--- config.mk ---
export PLATFORM = sky130hd
export DESIGN_NAME = controle_multiciclo
export DESIGN_NICKNAME = d
export VERILOG_FILES = /design/src/rtl/controle_multiciclo_pkg.sv /design/src/rtl/decodificador_instrucao.sv /design/src/rtl/controle_multiciclo.sv
export SDC_FILE = /design/constraint.sdc
export NUM_CORES = 1
export LEC_CHECK = 0
export ABC_AREA = 1
export BUFFER_PORTS_ARGS = -buffer_cell sky130_fd_sc_hd__clkbuf_2
export CAP_MARGIN = 20
export CORE_ASPECT_RATIO = 0.9
export CORE_UTILIZATION = 45
export CTS_CLUSTER_SIZE = 25
export DETAILED_ROUTE_END_ITERATION = 8
export PLACE_DENSITY = 0.69
export SYNTH_ARGS = -nofsm -noshare
export SYNTH_HDL_FRONTEND = slang
export SYNTH_HIERARCHICAL = 1
export SYNTH_SLANG_ARGS = --single-unit
--- constraint.sdc ---
create_clock -name clk -period 2.4 [get_ports clk]
set_input_delay 0.6 -clock clk [delete_from_list [all_inputs] [get_ports clk]]
set_output_delay 0.6 -clock clk [all_outputs]
set_load 0.02 [all_outputs]
--- src/rtl/controle_multiciclo_pkg.sv ---
// Shared definitions for the multicycle control unit.
// Holds the FSM state encoding, the decoded instruction classes, the opcode
// and funct constants of the supported subset, the ALU operation codes (the
// same codes the ALU uses), and the write-back / immediate-format selects.
package controle_multiciclo_pkg;

  typedef enum logic [2:0] {
    EST_BUSCA      = 3'd0,
    EST_DECODIFICA = 3'd1,
    EST_EXECUTA    = 3'd2,
    EST_MEMORIA    = 3'd3,
    EST_ESCRITA    = 3'd4,
    EST_ERRO       = 3'd5
  } estado_t;

  typedef enum logic [2:0] {
    CLASSE_R,
    CLASSE_I,
    CLASSE_LW,
    CLASSE_SW,
    CLASSE_BEQ,
    CLASSE_INVALIDA
  } classe_t;

  // Opcodes of the supported instruction groups
  localparam logic [6:0] OP_TIPO_R = 7'b0110011;
  localparam logic [6:0] OP_TIPO_I = 7'b0010011;
  localparam logic [6:0] OP_LOAD   = 7'b0000011;
  localparam logic [6:0] OP_STORE  = 7'b0100011;
  localparam logic [6:0] OP_BRANCH = 7'b1100011;

  // funct3 / funct7 values
  localparam logic [2:0] F3_ADD  = 3'b000;
  localparam logic [2:0] F3_AND  = 3'b111;
  localparam logic [2:0] F3_OR   = 3'b110;
  localparam logic [2:0] F3_SRL  = 3'b101;
  localparam logic [2:0] F3_WORD = 3'b010;
  localparam logic [2:0] F3_BEQ  = 3'b000;
  localparam logic [6:0] F7_BASE = 7'b0000000;
  localparam logic [6:0] F7_ALT  = 7'b0100000;

  // ALU operation codes
  localparam logic [3:0] ULA_AND = 4'b0000;
  localparam logic [3:0] ULA_OR  = 4'b0001;
  localparam logic [3:0] ULA_ADD = 4'b0010;
  localparam logic [3:0] ULA_SRL = 4'b0101;
  localparam logic [3:0] ULA_SUB = 4'b0110;

  // Write-back source and immediate format selects
  localparam logic [1:0] WB_ULA = 2'b00;
  localparam logic [1:0] WB_MEM = 2'b01;
  localparam logic [1:0] IMM_I  = 2'b00;
  localparam logic [1:0] IMM_S  = 2'b01;
  localparam logic [1:0] IMM_B  = 2'b10;

  // Immediate format implied by an instruction class (R-type has none -> 00)
  function automatic logic [1:0] formato_imediato(input classe_t c);
    case (c)
      CLASSE_SW:  return IMM_S;
      CLASSE_BEQ: return IMM_B;
      default:    return IMM_I;
    endcase
  endfunction

endpackage

--- src/rtl/decodificador_instrucao.sv ---
// Combinational instruction decoder.
// Maps opcode/funct3/funct7 to an instruction class and the ALU operation.
// Ports:
//   codigo_operacao, funcao3, funcao7 : IR fields
//   classe                            : decoded class (CLASSE_INVALIDA if unsupported)
//   operacao_ula                      : ALU code used in EXECUTA
module decodificador_instrucao
  import controle_multiciclo_pkg::*;
(
  input  logic [6:0] codigo_operacao,
  input  logic [2:0] funcao3,
  input  logic [6:0] funcao7,
  output classe_t    classe,
  output logic [3:0] operacao_ula
);

  always_comb begin
    classe       = CLASSE_INVALIDA;
    operacao_ula = ULA_ADD;
    case (codigo_operacao)
      OP_TIPO_R: begin
        if (funcao7 == F7_BASE) begin
          case (funcao3)
            F3_ADD: begin classe = CLASSE_R; operacao_ula = ULA_ADD; end
            F3_AND: begin classe = CLASSE_R; operacao_ula = ULA_AND; end
            F3_OR:  begin classe = CLASSE_R; operacao_ula = ULA_OR;  end
            F3_SRL: begin classe = CLASSE_R; operacao_ula = ULA_SRL; end
            default: ;
          endcase
        end else if (funcao7 == F7_ALT && funcao3 == F3_ADD) begin
          classe       = CLASSE_R;
          operacao_ula = ULA_SUB;
        end
      end
      // funct7 carries immediate bits for I-type, so it is not inspected
      OP_TIPO_I: begin
        case (funcao3)
          F3_ADD: begin classe = CLASSE_I; operacao_ula = ULA_ADD; end
          F3_AND: begin classe = CLASSE_I; operacao_ula = ULA_AND; end
          F3_OR:  begin classe = CLASSE_I; operacao_ula = ULA_OR;  end
          default: ;
        endcase
      end
      OP_LOAD:   if (funcao3 == F3_WORD) classe = CLASSE_LW;
      OP_STORE:  if (funcao3 == F3_WORD) classe = CLASSE_SW;
      OP_BRANCH: begin
        if (funcao3 == F3_BEQ) begin
          classe       = CLASSE_BEQ;
          operacao_ula = ULA_SUB;
        end
      end
      default: ;
    endcase
  end

endmodule

--- src/rtl/controle_multiciclo.sv ---
// Multicycle control unit FSM (BUSCA/DECODIFICA/EXECUTA/MEMORIA/ESCRITA/ERRO).
// Ports:
//   clk, reset (async, active-low)
//   codigo_operacao, funcao3, funcao7 : IR fields;  zero : ALU result == 0
//   mem_pronta                        : memory finished current access
//   escrever_pc/ir/registrador/memoria, ler_memoria : datapath enables
//   fonte_ula, pc_desvio, operacao_ula, memoria_para_registrador,
//   fonte_imediato                    : datapath selects
//   estado                            : current state
//   instrucao_invalida                : sticky unsupported-instruction flag
//   instrucoes_concluidas             : retired instruction count (wraps)
module controle_multiciclo
  import controle_multiciclo_pkg::*;
#(
  parameter int LIMITE_ESPERA = 8
) (
  input  logic        clk,
  input  logic        reset,
  input  logic [6:0]  codigo_operacao,
  input  logic [2:0]  funcao3,
  input  logic [6:0]  funcao7,
  input  logic        zero,
  input  logic        mem_pronta,
  output logic        escrever_pc,
  output logic        escrever_ir,
  output logic        escrever_registrador,
  output logic        ler_memoria,
  output logic        escrever_memoria,
  output logic        fonte_ula,
  output logic        pc_desvio,
  output logic [3:0]  operacao_ula,
  output logic [1:0]  memoria_para_registrador,
  output logic [1:0]  fonte_imediato,
  output logic [2:0]  estado,
  output logic        instrucao_invalida,
  output logic [31:0] instrucoes_concluidas
);

  localparam int            CW       = $clog2(LIMITE_ESPERA + 1);
  localparam logic [CW-1:0] LIMITE_W = CW'(LIMITE_ESPERA);

  estado_t       estado_q, estado_d;
  logic [CW-1:0] espera_q, espera_d, espera_inc;
  logic [31:0]   concluidas_q, concluidas_d;
  logic          invalida_q, invalida_d;
  logic          estouro;

  classe_t    classe;
  logic [3:0] op_decod;

  decodificador_instrucao u_decod (
    .codigo_operacao (codigo_operacao),
    .funcao3         (funcao3),
    .funcao7         (funcao7),
    .classe          (classe),
    .operacao_ula    (op_decod)
  );

  // Reaching the limit on this cycle; mem_pronta is checked first so a
  // completion on the limit cycle still counts as success.
  assign espera_inc = espera_q + CW'(1);
  assign estouro    = (espera_inc == LIMITE_W);

  always_comb begin
    estado_d                 = estado_q;
    espera_d                 = '0;
    invalida_d               = invalida_q;
    concluidas_d             = concluidas_q;
    escrever_pc              = 1'b0;
    escrever_ir              = 1'b0;
    escrever_registrador     = 1'b0;
    ler_memoria              = 1'b0;
    escrever_memoria         = 1'b0;
    fonte_ula                = 1'b0;
    pc_desvio                = 1'b0;
    operacao_ula             = 4'b0000;
    memoria_para_registrador = WB_ULA;
    fonte_imediato           = IMM_I;

    case (estado_q)
      EST_BUSCA: begin
        ler_memoria = 1'b1;
        if (mem_pronta) begin
          escrever_ir = 1'b1;
          escrever_pc = 1'b1;
          estado_d    = EST_DECODIFICA;
        end else if (estouro) begin
          estado_d = EST_ERRO;
        end else begin
          espera_d = espera_inc;
        end
      end
      EST_DECODIFICA: begin
        fonte_imediato = formato_imediato(classe);
        if (classe == CLASSE_INVALIDA) begin
          estado_d   = EST_ERRO;
          invalida_d = 1'b1;
        end else begin
          estado_d = EST_EXECUTA;
        end
      end
      EST_EXECUTA: begin
        fonte_imediato = formato_imediato(classe);
        operacao_ula   = op_decod;
        case (classe)
          CLASSE_R: estado_d = EST_ESCRITA;
          CLASSE_I: begin fonte_ula = 1'b1; estado_d = EST_ESCRITA; end
          CLASSE_LW, CLASSE_SW: begin fonte_ula = 1'b1; estado_d = EST_MEMORIA; end
          CLASSE_BEQ: begin
            pc_desvio   = zero;
            escrever_pc = zero;
            estado_d    = EST_BUSCA;
          end
          // IR changed under us; treat like an undecodable instruction
          default: begin estado_d = EST_ERRO; invalida_d = 1'b1; end
        endcase
      end
      EST_MEMORIA: begin
        fonte_imediato   = formato_imediato(classe);
        ler_memoria      = (classe == CLASSE_LW);
        escrever_memoria = (classe == CLASSE_SW);
        if (mem_pronta) begin
          estado_d = (classe == CLASSE_LW) ? EST_ESCRITA : EST_BUSCA;
        end else if (estouro) begin
          estado_d = EST_ERRO;
        end else begin
          espera_d = espera_inc;
        end
      end
      EST_ESCRITA: begin
        escrever_registrador     = 1'b1;
        memoria_para_registrador = (classe == CLASSE_LW) ? WB_MEM : WB_ULA;
        estado_d                 = EST_BUSCA;
      end
      default: estado_d = EST_ERRO;   // ERRO is absorbing, all outputs 0
    endcase

    if (estado_q != EST_BUSCA && estado_d == EST_BUSCA)
      concluidas_d = concluidas_q + 32'd1;

    // Reset must silence the datapath immediately, not one edge later
    if (!reset) begin
      escrever_pc              = 1'b0;
      escrever_ir              = 1'b0;
      escrever_registrador     = 1'b0;
      ler_memoria              = 1'b0;
      escrever_memoria         = 1'b0;
      fonte_ula                = 1'b0;
      pc_desvio                = 1'b0;
      operacao_ula             = 4'b0000;
      memoria_para_registrador = 2'b00;
      fonte_imediato           = 2'b00;
    end
  end

  always_ff @(posedge clk or negedge reset) begin
    if (!reset) begin
      estado_q     <= EST_BUSCA;
      espera_q     <= '0;
      concluidas_q <= '0;
      invalida_q   <= 1'b0;
    end else begin
      estado_q     <= estado_d;
      espera_q     <= espera_d;
      concluidas_q <= concluidas_d;
      invalida_q   <= invalida_d;
    end
  end

  assign estado                = estado_q;
  assign instrucao_invalida    = invalida_q;
  assign instrucoes_concluidas = concluidas_q;

endmodule
==> flow_metrics.tcl <==
set metrics [dict create \
    place.gp.congestion 0.9275 \
    rsz0062_at_grt "yes" \
    synth_cell_type_count 32 \
    p_comb_share_pct 8.7 \
    syn-mean-instance-area_um2 6.217 \
    antenna_found_initial 0 \
    tritoncts "done" \
    core_region_area_um2 6726 \
    cp_data_arrival_time_ns 2.04 \
    p_int_uw 1035 \
    fin_skew_ns 0.006178 \
    synth_seq_cells 40 \
    slowest_cell_delay_on_critical_path_ns 0.22 \
    area.growth.synth_to_final_pct 34.75 \
    synth.yosys.seq_area_share_pct 31.20 \
    fmaxAchievable_mhz 379.4 \
    crit_slowest_cell "sky130_fd_sc_hd__nor2_4" \
    final_number_of_hold_violating_endpoints 0 \
    clk_latency_ns 0.30 \
    max_cap_viol_count 0 \
    rr_endpoint "instrucoes_concluidas[10]" \
    fin_crit_ns 2.636 \
    final.setup.worst_slack_ns -0.2361 \
    detailed_place.area_um2 3909 \
    synth-warning-count 6 \
    drt_first_iter_violations 251 \
    layout-drive-gt1-share_pct 29.06 \
    fin_crit_sh_pct 109.8 \
    num_antenna_cells 0 \
    clk_transition_reported_paths_ns 0.08 \
    via_count 3700 \
    p_switching_uw 321.8 \
    worstMarginPinSlew_ns 0.5056 \
    fp.dieW_um 91 \
    pre_cts_slack_ns -0.2826 \
    initial_standard_cell_utilization_of_the_core_pct 47.69 \
    slew_headroom_pct 66.29 \
    number_of_instances_in_the_synthesized_netlist 516 \
    cts-hold-fix-buffers 0 \
    nFillCells 649 \
    worst-r2r-setup-slack_ns 0.42 \
    die-area_um2 7471 \
    path_cells "buf_6 > inv_2 > nand2_2 > nor2_4 > nand2_1 > nor2_1 > nor2_2 > nand3_2 > buf_4 > nand4_1 > a21oi_2 > clkbuf_8" \
    setup.worst_path.class "in2out" \
    regToRegStartpoint "instrucoes_concluidas[0]" \
    final_core_util_pct 64.27 \
    gr-total-overflow 0 \
    avgRoutedWirePerCell_um 13.00 \
    grt_start_max_net_pins 41 \
    leakagePower_uw 0.002199 \
    ant_nets 0 \
    stdcell_area_um2 4323 \
    i_o_pin_cnt 72 \
    cp_top_family "simple AND/OR/NAND/NOR gates" \
    port_bufs 69 \
    clockBufferDepth 2 \
    holdCritPathClass "in2async" \
    r2r.worst_path.cells 8 \
    die_height_um 82.10 \
    clockRootBuffer "sky130_fd_sc_hd__clkbuf_8" \
    detailedPlacementHpwl_um 6533 \
    cp_data_required_time_ns 1.80 \
    critical_path.max_fanout 6 \
    slew_viol_final 0 \
    cp.buffers_inverters 4 \
    h_tree_levels 2 \
    vdd_drop_max_uv 312.4 \
    synth_enable_flop_cells 0 \
    final_nets 639 \
    viasPerCell 5.241 \
    postSynthNetCount 540 \
    cts_sinks 40 \
    asyncSetResetFlopFracSynth_pct 100.0 \
    power_share_of_the_sequential_group_pct 49.6 \
    critical_path.endpoint_type "output pin" \
    synth_top_flop_cell "sky130_fd_sc_hd__dfrtp_1" \
    run_status "complete, but fails checks" \
    violations "negative setup slack" \
    drc_errors 0 \
    route.final.wire_length_um 9175 \
    clockPowerShare_pct 41.7 \
    drt_first_pass_iters 5 \
    worstSetupStartpointType "input pin" \
    fp-row-count 28 \
    synth_area_um2 3208 \
    global_route_wire_length_before_repair_um 14810 \
    grt_pass1_vias 3142 \
    total_power_density_per_cell_area_nw_per_um2 313.9 \
    sw_frac_of_total_pct 23.72 \
    globalRouteTotalUtil_pct 24.48 \
    setup_viol 40 \
    numCtsBuffers 5 \
]
## registers in the layout (all words and copies together) (netlist names)
| name | flops |
|---|---|
| instrucoes_concluidas | 32 |
| espera_q | 4 |
| instrucao_invalida | 1 |
| estado | 3 |
## worst max-delay path by stage
stage | cells past startpoint | start | to | slack [ns]
final | 12 | codigo_operacao[3] | escrever_pc | -0.24
after detailed placement | 12 | funcao3[1] | ler_memoria | -0.28
after CTS | 10 | codigo_operacao[3] | memoria_para_registrador[0] | -0.20
after global placement | 12 | codigo_operacao[2] | memoria_para_registrador[0] | -0.22
after floorplan | 11 | codigo_operacao[2] | ler_memoria | -0.02
after global routing | 12 | codigo_operacao[3] | escrever_pc | -0.34
## kinds of logic (layout without fill, tap and decap cells)
logic type,Yosys count,count (layout),synth area share (%)
AND/OR/NAND/NOR,385,385,53.00
buffers and inverters,54,154,7.254
flip-flops,40,40,31.20
AO/OA/AOI/OAI,17,17,3.042
XOR/XNOR,15,15,4.095
adder cells (fa/ha/maj),3,3,1.170
other,2,2,0.2341
## routing by layer
metal	vias to the layer above	wire, um	track usage, %
li1	1848	-	-
met1	1722	4450	35.07
met2	116	4162	39.39
met3	14	450	2.930
met4	0	112	6.508
met5	-	0	0
## power groups by stage
stage                     logic (uW)  clock network (uW)  registers, uW
after detailed placement        97.3                   0            687
final                            117                 566            673
after global placement          94.8                   0            687
after floorplan                 41.4                   0            687
after global routing             131                 611            673
after CTS                        109                 584            673
## what timing repair did
| item | 4_1_cts | 5_1_grt |
|---|---|---|
| gates resized for setup | 35 | 35 |
| setup buffers | 6 | 1 |
| setup endpoints to repair | 8 | 43 |
| cloned | 0 | 2 |
| pin swaps | 16 | 7 |
## synth_stat cells (5+ instances only)
cell type                    n  area (um2)
sky130_fd_sc_hd__a21oi_1     7       35.03
sky130_fd_sc_hd__nand3_1    18       90.09
sky130_fd_sc_hd__nand2_1   212       795.8
sky130_fd_sc_hd__nand4_1    35       219.0
sky130_fd_sc_hd__inv_2       6       22.52
sky130_fd_sc_hd__inv_1      31       116.4
sky130_fd_sc_hd__nor2_1     84       315.3
sky130_fd_sc_hd__buf_4       5       37.54
sky130_fd_sc_hd__xor2_1     11       96.34
sky130_fd_sc_hd__dfrtp_1    40        1001
sky130_fd_sc_hd__nand3b_1   15       112.6
## final cells by class
| cell class | count | area, um2 | share of cell area, % |
|---|---|---|---|
| multi-input cells | 422 | 2173 | 50.27 |
| clock buffers | 5 | 68.82 | 1.592 |
| clock inverters | 3 | 47.55 | 1.100 |
| repair buffers | 107 | 765.7 | 17.71 |
| inverters | 39 | 153.9 | 3.560 |
| well taps | 90 | 112.6 | 2.605 |
| flip-flops and latches | 40 | 1001 | 23.15 |
## layout by cell type (no fill, tap or decap), drive strengths merged, types with 6 or more instances in the layout
cell / instances
clkbuf: 66
nand2: 213
o21ai: 6
buf: 46
nand3: 22
a21oi: 9
inv: 38
nor2: 91
nand4: 35
xor2: 11
nand3b: 15
nor3: 7
dfrtp: 40
## worst reg2reg max path, stage by stage, from the launching register on
cell,delay (ns)
sky130_fd_sc_hd__dfrtp_1,0.49
sky130_fd_sc_hd__ha_1,0.31
sky130_fd_sc_hd__nand3_1,0.20
sky130_fd_sc_hd__inv_1,0.14
sky130_fd_sc_hd__nand2_1,0.14
sky130_fd_sc_hd__nor2_1,0.26
sky130_fd_sc_hd__xor2_1,0.18
sky130_fd_sc_hd__nand4_1,0.10
sky130_fd_sc_hd__nand2_1,0.09
## through the flow
| step | std cells | TNS, ns | hold slack (ns) | total power (uW) |
|---|---|---|---|---|
| after floorplan | 516 | -0.02240 | 0.3044 | 728.3 |
| after global placement | 690 | -7.402 | 0.4857 | 781.5 |
| after detailed placement | 690 | -9.892 | 0.4841 | 784.0 |
| after CTS | 704 | -1.399 | 0.4471 | 1365 |
| after global routing | 706 | -11.05 | 0.4952 | 1415 |
| final | 706 | -5.001 | 0.4564 | 1357 |
No activity file was read; power rests on OpenSTA's default activity.
